**config.mk**
```make
export PLATFORM = sky130hd
export DESIGN_NAME = toggle_event_receiver
export DESIGN_NICKNAME = d
export VERILOG_FILES = /design/src/rtl/toggle_event_receiver.sv
export SDC_FILE = /design/constraint.sdc
export NUM_CORES = 1
export LEC_CHECK = 0
export BUFFER_PORTS_ARGS = -buffer_cell sky130_fd_sc_hd__buf_2
export CAP_MARGIN = 20
export CORE_ASPECT_RATIO = 1.25
export CORE_MARGIN = 5
export CORE_UTILIZATION = 30
export DETAILED_ROUTE_END_ITERATION = 16
export GPL_TIMING_DRIVEN = 0
export HOLD_SLACK_MARGIN = 0.03
export SLEW_MARGIN = 20
export SYNTH_ARGS = -nofsm -noshare
export SYNTH_HDL_FRONTEND = slang
export SYNTH_SLANG_ARGS = --single-unit
```
**constraint.sdc**
```tcl
create_clock -name clk -period 2.6 [get_ports clk]
set_input_delay 0.52 -clock clk [delete_from_list [all_inputs] [get_ports clk]]
set_output_delay 0.52 -clock clk [all_outputs]
set_load 0.01 [all_outputs]
```
**src/rtl/toggle_event_receiver.sv**
```systemverilog
// Toggle-signalling receive end: synchronizes a remote toggle line, turns each flip
// into a pending event, and returns one acknowledge flip per consumed event.
module toggle_event_receiver #(
    parameter int SYNC_STAGES = 2,
    parameter int CNT_W       = 4
) (
    input  logic             clk,
    input  logic             reset,
    input  logic             tgl_in,
    output logic             evt_pulse,
    output logic             evt_valid,
    input  logic             evt_ready,
    output logic [CNT_W-1:0] evt_count,
    output logic             ack_tgl,
    output logic             overflow,
    input  logic             clr_ovf
);

    typedef enum logic {PRIME = 1'b0, RUN = 1'b1} state_t;

    localparam logic [CNT_W-1:0] CNT_MAX    = '1;
    localparam logic [2:0]       PRIME_LAST = 3'(SYNC_STAGES);

    state_t                 r_state;
    logic [SYNC_STAGES-1:0] r_sync;
    logic                   r_ref;
    logic [2:0]             r_prime_cnt;

    logic w_sync_out;
    logic w_edge;
    logic w_accept;
    logic w_lost;

    assign w_sync_out = r_sync[SYNC_STAGES-1];
    // Edges are only recognised once the reference bit has been primed.
    assign w_edge     = (r_state == RUN) && (w_sync_out != r_ref);
    assign evt_valid  = (evt_count != '0);
    assign w_accept   = evt_valid & evt_ready;
    assign w_lost     = w_edge & ~w_accept & (evt_count == CNT_MAX);

    always_ff @(posedge clk) begin
        if (reset) begin
            r_state     <= PRIME;
            r_sync      <= '0;
            r_ref       <= 1'b0;
            r_prime_cnt <= '0;
            evt_pulse   <= 1'b0;
            evt_count   <= '0;
            ack_tgl     <= 1'b0;
            overflow    <= 1'b0;
        end else begin
            r_sync    <= {r_sync[SYNC_STAGES-2:0], tgl_in};
            evt_pulse <= w_edge;

            case (r_state)
                PRIME: begin
                    if (r_prime_cnt == PRIME_LAST) begin
                        r_ref   <= w_sync_out;
                        r_state <= RUN;
                    end else begin
                        r_prime_cnt <= r_prime_cnt + 3'd1;
                    end
                end
                RUN:     r_ref <= w_sync_out;
                default: r_state <= PRIME;
            endcase

            // Push and accept together leave the count as is.
            if (w_edge && !w_accept && evt_count != CNT_MAX)
                evt_count <= evt_count + 1'b1;
            else if (!w_edge && w_accept)
                evt_count <= evt_count - 1'b1;

            if (w_accept)
                ack_tgl <= ~ack_tgl;

            if (w_lost)
                overflow <= 1'b1;
            else if (clr_ovf)
                overflow <= 1'b0;
        end
    end

endmodule
```
## Word level (Yosys, flattened, before mapping)

Cells that the tools add are included.

- Add/sub/neg operators: 3
- Equality and inequality tests: 5
- Muxes and demuxes: 8
- Bitwise logic cells: 7
- Reductions and logical operators: 10

Operators with widths:

| operator | count |
|---|---|
| $mux 4 | 2 |
| $mux 1 | 5 |
| $add 4x1->4 const B | 1 |
| $eq 4x4->1 const B | 1 |
| $logic_and 1x1->1 | 4 |
| $ne 4x4->1 const B | 1 |
| $not 1->1 | 4 |
| $reduce_bool 2->1 | 2 |
| $reduce_bool 4->1 | 1 |
| $sub 4x1->4 const B | 1 |
| $add 3x1->3 const B | 1 |
| $and 1x1->1 | 3 |
| $eq 3x2->1 const B | 1 |
| $logic_not 1->1 | 2 |
| $ne 2x2->1 const B | 1 |
| $pmux 1 s2 | 1 |
| $reduce_and 2->1 | 1 |
| $ne 1x1->1 | 1 |

- Bits in registers: 14
- Bits of input ports: 5
- Output and inout bits: 8
- Logic and storage cells: 41

## Logic depth before layout (Yosys ltp)

- Depth after elaboration: 6
- Depth in mapped cells: 8
- Mapped depth without buffers: 8

## Least setup slack after synthesis

Ideal clock, no wire load.

- Kind: register to register
- Start point: reg evt_count[1]
- End point: reg evt_count[3]
- Setup time: 123 ps
- Data arrival time: 2,501 ps
- Data required time: 2,477 ps
- Setup slack: -25 ps
- Stages on the path, launching flop included: 9
- Buffers on the path: 0
- Period minus slack after synthesis: 2,625 ps
- Cell sequence: dfxtp_1 o41a_1 nor4_4 inv_1 ha_1 a21o_1 a21oi_1 mux2i_1 mux2_1

- Word-level cells in the longest chain between the ends: 6
- Elaborated cells between the ends (all ways): 12
- Classes of those cells: add/sub: 2; eq/ne: 1; mux: 2; bitwise: 1; reduce/logical: 6

Ends and longest elaborated chain:

| element | line | text |
|---|---|---|
| start, declared | 13 | `output logic [CNT_W-1:0] evt_count,` |
| start signal, assigned | 70 | `evt_count <= evt_count + 1'b1;` |
| start signal, assigned | 72 | `evt_count <= evt_count - 1'b1;` |
| branches (longest 6 deep; another with $sub 4x1->4) | - |  |

Parallel ways; which one is timed is not known. The select of a mux whose other input is x is not followed.
A chain may end at the register's enable or synchronous reset.

## Worst setup path in the final report

- Start point: reg evt_count[0]
- End point: reg evt_count[3]

Same word-level chain as after synthesis.

==> flow_metrics.tcl <==
set metrics [dict create \
    status "finished clean" \
    drt_wl_total_um 1200 \
    crit_type "register to register" \
    timing.final.crit_share_pct 93.3 \
    synth_cell_types 25 \
    cts.sinks 14 \
    p_leak_nw 0.354 \
    pin_count 13 \
    hp-class "register to register" \
    drt_iter0_markers 2 \
    fmax_mhz 412 \
    syn_area_per_cell_um2 9.58 \
    multi_input_area_um2 372 \
    worstReg2RegEnd "evt_count[3]$_SDFFE_PP0P_" \
    dp.final_hpwl_um 892 \
    clkTransAtPathRegs_ps 90 \
    slew_headroom_pct 65.1 \
    die_w_um 52.3 \
    vias 539 \
    grt_pass1_wl_um 2190 \
    synth_top_area_share_pct 41.8 \
    final_area_um2 823 \
    slew_viol_final 0 \
    fillers 237 \
    gr-total-overflow 0 \
    die-area_um2 3290 \
    worstSkewPairLatency_ps 280 \
    n_antenna_cell 0 \
    final_antenna_net_count 0 \
    synth_area_um2 671 \
    grt_pass1_vias 533 \
    pre_cts_slack_ps -88.0 \
    cp-startpoint "evt_count[0]$_SDFFE_PP0P_" \
    yosys-top-cells-area "dfxtp_1 (42%), ha_1 (7.5%), a21oi_1 (5.2%)" \
    grt_max_degree 11 \
    ys_warn_count 0 \
    period_minus_slack_ps 2430 \
    placed_cell_area_um2 769 \
    clock_path_buffers 2 \
    power_density_nw_per_um2 1150 \
    htreeDepth 1 \
    fin_nets 99 \
    worst-endpoint-required_ps 2770 \
    clockPowerShare_pct 16.2 \
    vias_per_cell 4.53 \
    gp_routability_congestion 0.701 \
    die_h_um 62.9 \
    ys_seq_area_share_pct 41.8 \
    final-seq-area_um2 283 \
    route.detailed.drc 0 \
    syn_nets 80 \
    r2r_start "evt_count[0]$_SDFFE_PP0P_" \
    hold_violations 0 \
    endpoint_kind "register" \
    cts_root_buffer "clkbuf_4" \
    p_comb_share_pct 45.1 \
    initial_core_util_pct 31.0 \
    worstRegToRegCells 8 \
    cts_tree "yes" \
    vdd_drop_max_v 0.000469 \
    tightest_slew_ps 516 \
    syn_inst 70 \
    finalClockSkew_ps 6.32 \
    wl_per_cell_um 10.1 \
    min_from "r_sync[0]$_SDFF_PP0_" \
    critPathArrivalTime_ps 2600 \
    rrSetupSlack_ps 170 \
    seqPwrFrac_pct 38.7 \
    crit_fanout 9 \
    holdPathStages 1 \
    power.internal_mw 0.579 \
    ys_seq_elements 14 \
    syn2layout_area_growth_pct 22.8 \
    drv_cap 0 \
    worst_slack_ps 175 \
    critPathLaunchType "register" \
    synth_top_area_cell "dfxtp_1" \
    p_switching_mw 0.367 \
    dr.pass1.iters 2 \
    cts_buffers 3 \
    antenna_found_initial 0 \
    drive_above_1_share_pct 25.0 \
    worst_hold_path.endpoint "r_sync[1]$_SDFF_PP0_" \
    swShare_pct 38.8 \
    rsz0062_at_grt "no" \
    core_area_um2 2160 \
    setup_violations 0 \
    io_buffers 12 \
    track_usage_pct 8.79 \
    row_count 19 \
]
synthesized netlist by cell type:
| master | number |
|---|---|
| inv_1 | 4 |
| mux2_1 | 1 |
| fa_1 | 1 |
| a21oi_1 | 7 |
| o21ai_0 | 4 |
| nor4_4 | 1 |
| nor3_1 | 2 |
| nand3_1 | 2 |
| clkbuf_1 | 1 |
| a21o_1 | 1 |
| xor2_1 | 2 |
| o41a_1 | 1 |
| mux2i_1 | 2 |
| ha_1 | 4 |
| or4_1 | 1 |
| a211oi_1 | 1 |
| dfxtp_1 | 14 |
| and4_1 | 1 |
| nor3b_1 | 1 |
| nand4_1 | 1 |
| nor2b_1 | 4 |
| xnor2_1 | 3 |
| nor2_1 | 9 |
| nand2b_1 | 1 |
| o41ai_1 | 1 |
cells in the final DEF (no fill, tap or decap), types with 2 or more instances in the layout:
master	instances
mux2i_1	2
o21ai_0	4
nor2b_1	4
dfxtp_2	2
inv_1	3
xnor2_1	3
nand3_1	2
nor2_1	9
buf_2	12
clkbuf_4	3
xor2_1	2
nor3_1	2
ha_1	4
dfxtp_1	12
buf_4	2
a21oi_1	7
state kept, by name, indices dropped and copies added, names as in the netlist:
register,count
evt_count,4
r_prime_cnt,3
r_sync,2
ack_tgl,1
evt_pulse,1
overflow,1
r_ref,1
r_state,1
metrics by stage:
step | power (mW) | util, % | std cells | TNS (ps) | hold slack [ps]
global placement | 0.768 | 35.6 | 113 | -55.3 | 418
global route | 1.04 | 38.1 | 119 | 0 | 462
finish | 0.946 | 38.1 | 119 | 0 | 445
detailed placement | 0.783 | 35.6 | 113 | -88.0 | 432
CTS | 0.958 | 37.9 | 119 | 0 | 439
floorplan | 0.660 | - | 70 | 0 | 414
power by group through the flow:
stage	sequential, mW	combinational [mW]	clock [mW]
finish	0.366	0.427	0.153
global route	0.382	0.486	0.170
CTS	0.363	0.432	0.163
detailed placement	0.368	0.415	0
global placement	0.362	0.406	0
floorplan	0.369	0.291	0
worst max path at each step:
stage,depth (start not counted),end
after floorplan,8,evt_count[3]$_SDFFE_PP0P_
after global placement,8,evt_count[3]$_SDFFE_PP0P_
after detailed placement,8,evt_count[3]$_SDFFE_PP0P_
after CTS,8,evt_count[3]$_SDFFE_PP0P_
after global routing,8,evt_count[3]$_SDFFE_PP0P_
final,8,evt_count[3]$_SDFFE_PP0P_
cell families (layout without fill, tap and decap cells):
logic type      Yosys count  in the layout  share of synthesized area [%]
compound gates           15             15                           13.4
xor+xnor                  5              5                           6.53
fa+ha+maj                 5              5                           10.4
buf+inv                   5             23                           2.80
flops                    14             14                           41.8
mux                       3              3                           4.66
simple gates             23             23                           20.3
critical path, cell delays in order (launching register included):
cell,delay (ps)
dfxtp_2,370
o41a_1,490
nor4_4,190
inv_2,110
ha_1,280
a21o_1,170
a21oi_1,170
mux2i_1,210
mux2_1,320
routing by layer:
layer,GRT usage [%],routed length [um],up-vias
li1,-,-,283
met1,10.1,539,236
met2,13.0,572,16
met3,1.43,42,4
met4,8.63,48,0
met5,0,0,-
what timing repair did:
action                     4_1_cts  5_1_grt
hold buffers                     0        0
gates resized for setup          1        2
pin swaps                        2        2
setup endpoints to repair        1        1
setup buffers                    2        0
final cells by class:
type	instances	area share (%)
multi-input combinational	51	45.1
clock buffer	4	4.41
inverter	4	1.82
sequential	14	34.3
tap	31	4.71
buffer	1	0.456
timing repair buffer	14	9.12
(Power assumes the default switching activity.)
